--- config.mk ---
export PLATFORM = sky130hd
export DESIGN_NAME = pulse_train_gen_flat
export DESIGN_NICKNAME = d
export VERILOG_FILES = /design/src/rtl/pulse_gen_pkg.sv /design/src/rtl/pulse_train_gen_if.sv /design/src/rtl/pulse_train_gen_counter.sv /design/src/rtl/pulse_train_gen.sv /design/src/flat_wrapper.sv
export SDC_FILE = /design/constraint.sdc
export NUM_CORES = 1
export LEC_CHECK = 0
export CORE_AREA = 2 2 104 106
export DETAILED_ROUTE_END_ITERATION = 8
export DIE_AREA = 0 0 106 108
export GPL_TIMING_DRIVEN = 1
export SYNTH_ARGS = -nofsm -noshare
export SYNTH_HDL_FRONTEND = slang
export SYNTH_SLANG_ARGS = --single-unit
export TNS_END_PERCENT = 100
--- constraint.sdc ---
create_clock -name clock -period 1.9 [get_ports clock]
set_input_delay 0.38 -clock clock [delete_from_list [all_inputs] [get_ports clock]]
set_output_delay 0.38 -clock clock [all_outputs]
set_load 0.005 [all_outputs]
--- src/rtl/pulse_gen_pkg.sv ---
// Shared types and constants for the pulse-train generator.
// Optional init delay is enabled by PULSE_GEN_INIT_DELAY_EN.
package pulse_gen_pkg;

    localparam int CNT_W_DEF = 8;

    localparam logic MODE_BURST = 1'b0;
    localparam logic MODE_CONT  = 1'b1;

    typedef enum logic [1:0] {
        IDLE,
        DELAY,
        HIGH,
        LOW
    } state_e;

endpackage

--- src/rtl/pulse_train_gen_if.sv ---
// Control/status bundle of the pulse-train generator.
// init_dly exists only with PULSE_GEN_INIT_DELAY_EN.
interface pulse_train_gen_if
    import pulse_gen_pkg::*;
#(
    parameter int CNT_W = CNT_W_DEF
);
    logic             start;
    logic             stop;
    logic             mode;
    logic [CNT_W-1:0] high_len;
    logic [CNT_W-1:0] low_len;
    logic [CNT_W-1:0] count;
`ifdef PULSE_GEN_INIT_DELAY_EN
    logic [CNT_W-1:0] init_dly;
`endif
    logic             signal;
    logic             busy;
    logic             done;

    modport master (
        output start, stop, mode,
        output high_len, low_len, count,
`ifdef PULSE_GEN_INIT_DELAY_EN
        output init_dly,
`endif
        input  signal, busy, done
    );

    modport slave (
        input  start, stop, mode,
        input  high_len, low_len, count,
`ifdef PULSE_GEN_INIT_DELAY_EN
        input  init_dly,
`endif
        output signal, busy, done
    );

endinterface

--- src/rtl/pulse_train_gen_counter.sv ---
// Loadable saturating down-counter with a zero flag.
// Used as phase timer and as remaining-pulse counter.
module pulse_counter
    import pulse_gen_pkg::*;
#(
    parameter int CNT_W = CNT_W_DEF
) (
    input  logic             clock,
    input  logic             reset_n,
    input  logic             load,
    input  logic [CNT_W-1:0] value,
    input  logic             en,
    output logic             zero
);

    logic [CNT_W-1:0] cnt_q;
    logic [CNT_W-1:0] cnt_d;

    always_comb begin
        cnt_d = cnt_q;
        if (load) begin
            cnt_d = value;
        end else if (en && cnt_q != '0) begin
            cnt_d = cnt_q - 1'b1;
        end
    end

    always_ff @(posedge clock or negedge reset_n) begin
        if (!reset_n) begin
            cnt_q <= '0;
        end else begin
            cnt_q <= cnt_d;
        end
    end

    assign zero = (cnt_q == '0);

endmodule

--- src/rtl/pulse_train_gen.sv ---
// Programmable pulse-train generator (burst / continuous).
// Define PULSE_GEN_INIT_DELAY_EN for the initial-delay phase.
module pulse_train_gen
    import pulse_gen_pkg::*;
#(
    parameter int CNT_W = CNT_W_DEF
) (
    input  logic            clock,
    input  logic            reset_n,
    pulse_train_gen_if.slave bus
);

    state_e           state_q, state_d;
    logic             mode_q, mode_d;
    logic [CNT_W-1:0] high_q, high_d;
    logic [CNT_W-1:0] low_q, low_d;
    logic             signal_q, signal_d;
    logic             busy_q, busy_d;
    logic             done_q, done_d;

    logic             t_load, t_en, t_zero;
    logic [CNT_W-1:0] t_val;
    logic             p_load, p_en, p_zero;
    logic [CNT_W-1:0] p_val;

    function automatic logic [CNT_W-1:0] m1(
        input logic [CNT_W-1:0] v
    );
        return (v == '0) ? '0 : v - 1'b1;
    endfunction

    pulse_counter #(.CNT_W(CNT_W)) u_phase (
        .clock   (clock),
        .reset_n (reset_n),
        .load    (t_load),
        .value   (t_val),
        .en      (t_en),
        .zero    (t_zero)
    );

    pulse_counter #(.CNT_W(CNT_W)) u_pulses (
        .clock   (clock),
        .reset_n (reset_n),
        .load    (p_load),
        .value   (p_val),
        .en      (p_en),
        .zero    (p_zero)
    );

    always_comb begin
        state_d = state_q;
        mode_d  = mode_q;
        high_d  = high_q;
        low_d   = low_q;
        done_d  = 1'b0;
        t_load  = 1'b0;
        t_en    = 1'b0;
        t_val   = '0;
        p_load  = 1'b0;
        p_en    = 1'b0;
        p_val   = '0;

        unique case (state_q)
            IDLE: begin
                if (bus.start && !bus.stop) begin
                    mode_d = bus.mode;
                    high_d = bus.high_len;
                    low_d  = bus.low_len;
                    if (bus.mode == MODE_BURST && bus.count == '0) begin
                        done_d = 1'b1;
                    end else begin
                        p_load  = 1'b1;
                        p_val   = m1(bus.count);
                        t_load  = 1'b1;
                        state_d = HIGH;
                        t_val   = m1(bus.high_len);
`ifdef PULSE_GEN_INIT_DELAY_EN
                        if (bus.init_dly != '0) begin
                            state_d = DELAY;
                            t_val   = bus.init_dly - 1'b1;
                        end
`endif
                    end
                end
            end
`ifdef PULSE_GEN_INIT_DELAY_EN
            DELAY: begin
                if (t_zero) begin
                    state_d = HIGH;
                    t_load  = 1'b1;
                    t_val   = m1(high_q);
                end else begin
                    t_en = 1'b1;
                end
            end
`endif
            HIGH: begin
                if (t_zero) begin
                    state_d = LOW;
                    t_load  = 1'b1;
                    t_val   = m1(low_q);
                end else begin
                    t_en = 1'b1;
                end
            end
            LOW: begin
                if (!t_zero) begin
                    t_en = 1'b1;
                end else if (mode_q == MODE_CONT || !p_zero) begin
                    state_d = HIGH;
                    t_load  = 1'b1;
                    t_val   = m1(high_q);
                    p_en    = (mode_q == MODE_BURST);
                end else begin
                    state_d = IDLE;
                    done_d  = 1'b1;
                end
            end
            default: state_d = IDLE;
        endcase

        // Abort overrides any transition computed above.
        if (bus.stop && state_q != IDLE) begin
            state_d = IDLE;
            done_d  = 1'b0;
            t_load  = 1'b0;
            t_en    = 1'b0;
            p_load  = 1'b0;
            p_en    = 1'b0;
        end

        signal_d = (state_d == HIGH);
        busy_d   = (state_d != IDLE);
    end

    always_ff @(posedge clock or negedge reset_n) begin
        if (!reset_n) begin
            state_q  <= IDLE;
            mode_q   <= MODE_BURST;
            high_q   <= '0;
            low_q    <= '0;
            signal_q <= 1'b0;
            busy_q   <= 1'b0;
            done_q   <= 1'b0;
        end else begin
            state_q  <= state_d;
            mode_q   <= mode_d;
            high_q   <= high_d;
            low_q    <= low_d;
            signal_q <= signal_d;
            busy_q   <= busy_d;
            done_q   <= done_d;
        end
    end

    assign bus.signal = signal_q;
    assign bus.busy   = busy_q;
    assign bus.done   = done_q;

endmodule

--- src/flat_wrapper.sv ---
// flat-port wrapper written by rule: the top's interface ports become plain ports
module pulse_train_gen_flat import pulse_gen_pkg::*;
#(
    parameter int CNT_W = CNT_W_DEF
)
  (clock, reset_n, bus_start, bus_stop, bus_mode, bus_high_len, bus_low_len, bus_count, bus_signal, bus_busy, bus_done);
  pulse_train_gen_if #(.CNT_W(CNT_W)) bus_i ();
  input  logic clock;
  input  logic reset_n;
  input wire logic [$bits(bus_i.start)-1:0] bus_start;
  input wire logic [$bits(bus_i.stop)-1:0] bus_stop;
  input wire logic [$bits(bus_i.mode)-1:0] bus_mode;
  input wire logic [$bits(bus_i.high_len)-1:0] bus_high_len;
  input wire logic [$bits(bus_i.low_len)-1:0] bus_low_len;
  input wire logic [$bits(bus_i.count)-1:0] bus_count;
  output wire logic [$bits(bus_i.signal)-1:0] bus_signal;
  output wire logic [$bits(bus_i.busy)-1:0] bus_busy;
  output wire logic [$bits(bus_i.done)-1:0] bus_done;
  assign bus_i.start = bus_start;
  assign bus_i.stop = bus_stop;
  assign bus_i.mode = bus_mode;
  assign bus_i.high_len = bus_high_len;
  assign bus_i.low_len = bus_low_len;
  assign bus_i.count = bus_count;
  assign bus_signal = bus_i.signal;
  assign bus_busy = bus_i.busy;
  assign bus_done = bus_i.done;
  pulse_train_gen #(.CNT_W(CNT_W)) u_core (.clock(clock), .reset_n(reset_n), .bus(bus_i));
endmodule
=== Word-level counts from Yosys, hierarchy flattened ===
Cells that the tools add are included.

* Add/subtract/negate cells: 6
* Equal/unequal tests: 3
* Muxes and demuxes: 46
* Bitwise operators: 2
* Reductions and logical operators: 23

{| class="wikitable"
|+ Operators with widths
! cell !! count
|-
| $mux W8 || 16
|-
| $logic_not A8 Y1 || 6
|-
| $sub A8 B1 Y8 const B || 6
|-
| $pmux W8 S3 || 1
|-
| $mux W1 || 20
|-
| $reduce_bool A8 Y1 || 2
|-
| $mux W2 || 6
|-
| $reduce_bool A2 Y1 || 4
|-
| $eq A2 B2 Y1 const B || 3
|-
| $pmux W2 S3 || 1
|-
| $logic_and A1 B1 Y1 || 5
|-
| $pmux W1 S3 || 1
|-
| $logic_not A1 Y1 || 2
|-
| $logic_not A2 Y1 || 1
|-
| $not A1 Y1 || 2
|-
| $pmux W1 S2 || 1
|-
| $reduce_and A2 Y1 || 1
|-
| $reduce_or A2 Y1 || 1
|-
| $logic_or A1 B1 Y1 || 1
|}

* Flip-flop bits (word level): 38
* Input bits: 29
* Output and inout port bits: 3
* Word-level logic and storage cells: 89

=== Logic depth before layout (Yosys ltp) ===
* Depth after elaboration: 10
* Depth in mapped cells: 9
* Mapped depth without buffers: 7

=== Cells and area by module ===
From an unflattened synthesis, not the netlist that was laid out.

* Cells, all modules: 328
* Area total of the unflattened synthesis: 2879.0 um^2

{| class="wikitable"
|+ By module, submodules not included
! module !! times used !! cells an instance !! area an instance (um^2) !! seq. area each (um^2)
|-
| pulse_train_gen || 1 || 212 || 1823.0 || 550.5
|-
| pulse_counter || 2 || 58 || 528.0 || 200.2
|}

=== Worst setup path before layout ===
No wires, ideal clock.

* Path type: input-to-reg
* From: in bus_count[0]
* To: reg u_core.u_pulses.cnt_q[5]
* Library setup time: 0.123 ns
* Arrival: 1.890 ns
* Required time: 1.777 ns
* Setup slack: -0.113 ns
* Cell stages on the path: 7
* Buffers on the path: 1
* Path through: inv_1 -> ha_1 -> or4b_1 -> o21a_1 -> buf_6 -> or2_4 -> o221a_1

* Word-level cells in the longest chain between the ends: 7
* Elaborated cells between the ends (all ways): 13
* Those cells by class: add/sub (1); mux (9); reduce/logical (3)

{| class="wikitable"
|+ Ends and longest elaborated chain
! element !! line !! text
|-
| start: declaration || flat_wrapper.sv:15 || <nowiki>input wire logic [$bits(bus_i.count)-1:0] bus_count;</nowiki>
|-
| branches (longest 7 deep; another with $sub A8 B1 Y8) || - ||
|-
| end signal: assignment || pulse_train_gen_counter.sv:32 || <nowiki>cnt_q <= cnt_d;</nowiki>
|-
| end: declaration || pulse_train_gen_counter.sv:16 || <nowiki>logic [CNT_W-1:0] cnt_q;</nowiki>
|}

Parallel ways; which one is timed is not known.
A chain may end at the register's enable or synchronous reset.

=== Final worst setup path ===
* From: reg u_core.u_phase.cnt_q[0]
* To: reg u_core.u_pulses.cnt_q[3]

* Word-level cells in the longest chain between the ends: 6

{| class="wikitable"
|+ Ends and longest elaborated chain
! element !! line !! text
|-
| start: declaration || pulse_train_gen_counter.sv:16 ||
|-
| start signal: assignment || pulse_train_gen_counter.sv:32 ||
|-
| $logic_not A8 Y1 || pulse_train_gen_counter.sv:36 || <nowiki>assign zero = (cnt_q == '0);</nowiki>
|-
| $mux W1 || pulse_train_gen.sv:107 || <nowiki>if (!t_zero) begin</nowiki>
|-
| $mux W1 || pulse_train_gen.sv:63 || <nowiki>unique case (state_q)</nowiki>
|-
| $mux W1 || pulse_train_gen.sv:123 || <nowiki>if (bus.stop && state_q != IDLE) begin</nowiki>
|-
| $logic_and A1 B1 Y1 || pulse_train_gen_counter.sv:23 || <nowiki>end else if (en && cnt_q != '0) begin</nowiki>
|-
| $reduce_bool A2 Y1 (no source line) || - ||
|}

No other way between the ends.

==> impl_metrics.csv <==
group,metric,value,unit
detailed_routing,drt-initial-drc-count,165,
sta,fin_setup_tns,-0.04535,ns
sta,slew_violations,0,
detailed_routing,antenna_left,0,
synthesis,synth.most_common_cell,"dfrtp_1",
critical_path,crit_slowest_cell,"dfrtp_1",
synthesis,synth_edf_count,0,
placement,gp_congestion,0.9089,
detailed_routing,drc_errors,0,
synthesis,netlist_instances,282,
placement,io_buffers,31,
pwr,seq_power_share,0.274,
global_routing,grt_overflow,0,
die,die_area,0.01145,mm²
final_layout,finalNetCount,448,
clocking,cts_sinks,38,
critical_path,crit_path_max_incr_delay,0.40,ns
pwr,ir_worst_vdd,384.1,µV
sta,tightestPinTransition,0.5348,ns
global_routing,grt_pass1_vias,2600,
run_status,status,"finished, violations left",
sta,rsz0062_at_grt,"true",
detailed_routing,viasPerCell,4.711,
synthesis,ys_seq_area_frac,0.3464,
die,core,0.01023,mm²
placement,dp_hpwl,5.772,mm
detailed_routing,wl_per_cell,13.72,µm
final_layout,fillers,986,
sta,min_period_over_period,1.016,
clocking,clock_latency,0.30,ns
die,die_y,108,µm
clocking,cts_tree,"yes",
synthesis,synth_area_per_cell,9.735,µm²
pwr,p_total,5.509,mW
die,initial_utilization,0.2683,
synthesis,netlist.area_leader.share,0.3464,
final_layout,ff_latch_area,950.9,µm²
placement,placed_cells,527,
die,die_x,106,µm
clocking,cts_made_buffers,5,
pwr,p_int,3.329,mW
pwr,p_switching,2.180,mW
clocking,clockBufferDepth,2,
final_layout,drive_above_1_share,0.4109,
global_routing,grt_pass1_wl,12.10,mm
placement,placed_cell_area,0.003885,mm²
synthesis,synth_area_leaders,"dfrtp_1 35%, ha_1 7.3%, mux2_2 6.2%, xor2_1 5.1%, xnor2_1 3.8%",
synthesis,synth_nets,327,
detailed_routing,drt_wl_total,7.411,mm
flow_run,cap_violations,0,
synthesis,synth_seq_cells,38,
pwr,power.clock.fraction,0.109,
final_layout,antenna_cells,0,
global_routing,grt_start_max_net_pins,21,
die,ioPinCount,32,
final_layout,instances_no_fill,540,
synthesis,synth_warnings,0,
final_layout,multi_input_area,0.001863,mm²
global_routing,antenna_found_initial,0,
sta,clock_skew,0.007486,ns
sta,setup_viol,2,
detailed_routing,dr.pass1.iters,5,
critical_path,crit_start,"u_core.u_phase.cnt_q[0]$_DFFE_PN0P_",
detailed_routing,vias,2544,
pwr,p_per_area,1320,mW/mm²
critical_path,required,2.09,ns
synthesis,ys.flop_type,"dfrtp_1",
final_layout,syn_to_final_growth,52.05,%
global_routing,grt_usage,0.1316,
pwr,pwr-share-comb,0.617,
sta,hold_violations,0,
clocking,h-tree-depth,2,
sta,fin_crit,1.930,ns
synthesis,synth.cell_area,0.002745,mm²
sta,fin_ws,-0.03046,ns
pwr,power.leakage,1.791,nW
synthesis,synth_top_area_cell,"dfrtp_1",
sta,slew_headroom,0.6407,
critical_path,critPathKind,"reg2reg",
min_path,hp-class,"in2async",
sta,fmax,0.5180,GHz
critical_path,worst_ep_arrival_time,2.12,ns
critical_path,reg2reg_from,"u_core.u_phase.cnt_q[0]$_DFFE_PN0P_",
pwr,switching_share,0.3958,
final_layout,final_area,0.004174,mm²
critical_path,critPathMaxFanout,5,
synthesis,yosys-top-cells-count,"38 x dfrtp_1, 24 x nor2_1, 20 x inv_1",
clocking,clock-root-buffer,"clkbuf_8",
die,rows,37,
clocking,cts.clk_slew.worst_paths,0.08,ns
synthesis,yosysUniqueCellTypes,60,
placement,dpl_worst_slack,-0.7412,ns
synthesis,async_reset_ff_frac,1.000,
run_status,violations,"setup timing",
critical_path,start_kind,"flop",
critical_path,cp_cell_sequence,"inv_2, ha_4, nor3b_4, buf_4, and4b_1, and2_4, buf_6, nand4_1, a32o_1",
critical_path,endpoint_kind,"flop",
==> layout by cell type, fill, tap and decap left out, types with 3 or more instances in the layout <==
cell	n
a21oi_1	3
a221oi_2	3
a222oi_1	3
a2bb2oi_1	3
a31oi_1	4
buf_4	84
buf_6	5
clkbuf_8	6
clkdlybuf4s15_1	6
clkdlybuf4s50_1	17
dfrtp_1	38
dlygate4sd2_1	5
ha_1	12
ha_4	3
inv_1	13
inv_2	5
mux2_2	15
mux2i_1	7
nand2_1	15
nand3_1	4
nand3b_1	3
nor2_1	23
nor3_1	11
nor3b_1	3
o21a_1	3
o21ai_0	5
o22ai_1	4
or4_1	3
xnor2_1	12
xor2_1	16
==> layout make-up <==
class | instances | area share
Inverter | 20 | 0.02218
Timing Repair Buffer | 120 | 0.2410
Sequential cell | 38 | 0.2278
Clock buffer | 7 | 0.02068
Clock inverter | 1 | 0.001199
Multi-Input combinational cell | 218 | 0.4463
Tap cell | 136 | 0.04077
==> sequential cells by signal, indices dropped and copies added, names as in the netlist <==
| register | count |
|---|---|
| u_core.bus.busy | 1 |
| u_core.bus.signal | 1 |
| u_core.high_q | 8 |
| u_core.low_q | 8 |
| u_core.u_pulses.cnt_q | 8 |
| u_core.mode_q | 1 |
| u_core.state_q | 2 |
| u_core.bus.done | 1 |
| u_core.u_phase.cnt_q | 8 |
==> cell families (layout without fill, tap and decap cells) <==
logic type	count (synthesis)	in the layout	synth area share
AND/OR/NAND/NOR	99	99	0.2110
buffers and inverters	26	148	0.03920
AO/OA/AOI/OAI	53	53	0.1541
XOR/XNOR	28	28	0.08933
flip-flops	38	38	0.3464
multiplexers	22	22	0.08706
adder cells (fa/ha/maj)	16	16	0.07293
==> metrics by stage <==
| step | hold slack, ns | utilization |
|---|---|---|
| floorplan | 0.08441 | - |
| global placement | 0.3866 | 0.3797 |
| detailed placement | 0.3946 | 0.3797 |
| CTS | 0.07015 | 0.3938 |
| global route | 0.08114 | 0.4080 |
| finish | 0.04954 | 0.4080 |
==> repair_timing <==
| action | CTS | global route |
|---|---|---|
| hold endpoints to repair | 0 | 0 |
| setup buffers | 2 | 4 |
| pin swaps | 11 | 18 |
| hold buffers | 0 | 0 |
| endpoints found under the setup margin | 21 | 19 |
| resized for setup | 34 | 36 |
| gates cloned | 0 | 0 |
==> power groups by stage <==
stage	logic, mW	registers (mW)	clock network, mW
2_1_floorplan	1.64	1.49	0
3_3_place_gp	2.97	1.49	0
3_5_place_dp	3.02	1.49	0
4_1_cts	3.15	1.49	0.615
5_1_grt	3.70	1.55	0.645
6_report	3.40	1.51	0.600
==> worst max-delay path, delay by kind of cell, from the launching register on <==
family	cells	cell delay, ns
adders and majority gates	1	0.13
buffers and inverters	3	0.35
DFF	1	0.40
AOI/OAI and AO/OA	1	0.24
and+or+nand+nor	4	0.72
==> path summary, 6_finish.rpt <==
| path | slack, ns | to | cells after the start |
|---|---|---|---|
| max | -0.03 | u_core.u_pulses.cnt_q[3]$_DFFE_PN0P_ | 9 |
| min | 0.05 | u_core.bus.done$_DFF_PN0_ | 1 |
| max reg2reg | -0.03 | u_core.u_pulses.cnt_q[3]$_DFFE_PN0P_ | 9 |
| min reg2reg | 0.56 | u_core.low_q[7]$_DFFE_PN0P_ | 1 |
| max in group asynchronous | 1.35 | u_core.low_q[6]$_DFFE_PN0P_ | 2 |
| min in group clock | 0.52 | u_core.u_pulses.cnt_q[0]$_DFFE_PN0P_ | 4 |
==> metal layers <==
metal	wire length (µm)	vias up	track usage
met5	0	-	0
met4	84	0	0.03383
met3	238	6	0.02110
met2	3625	44	0.2332
met1	3463	1227	0.1675
li1	-	1267	-
Power figures use the tool's default switching activity.
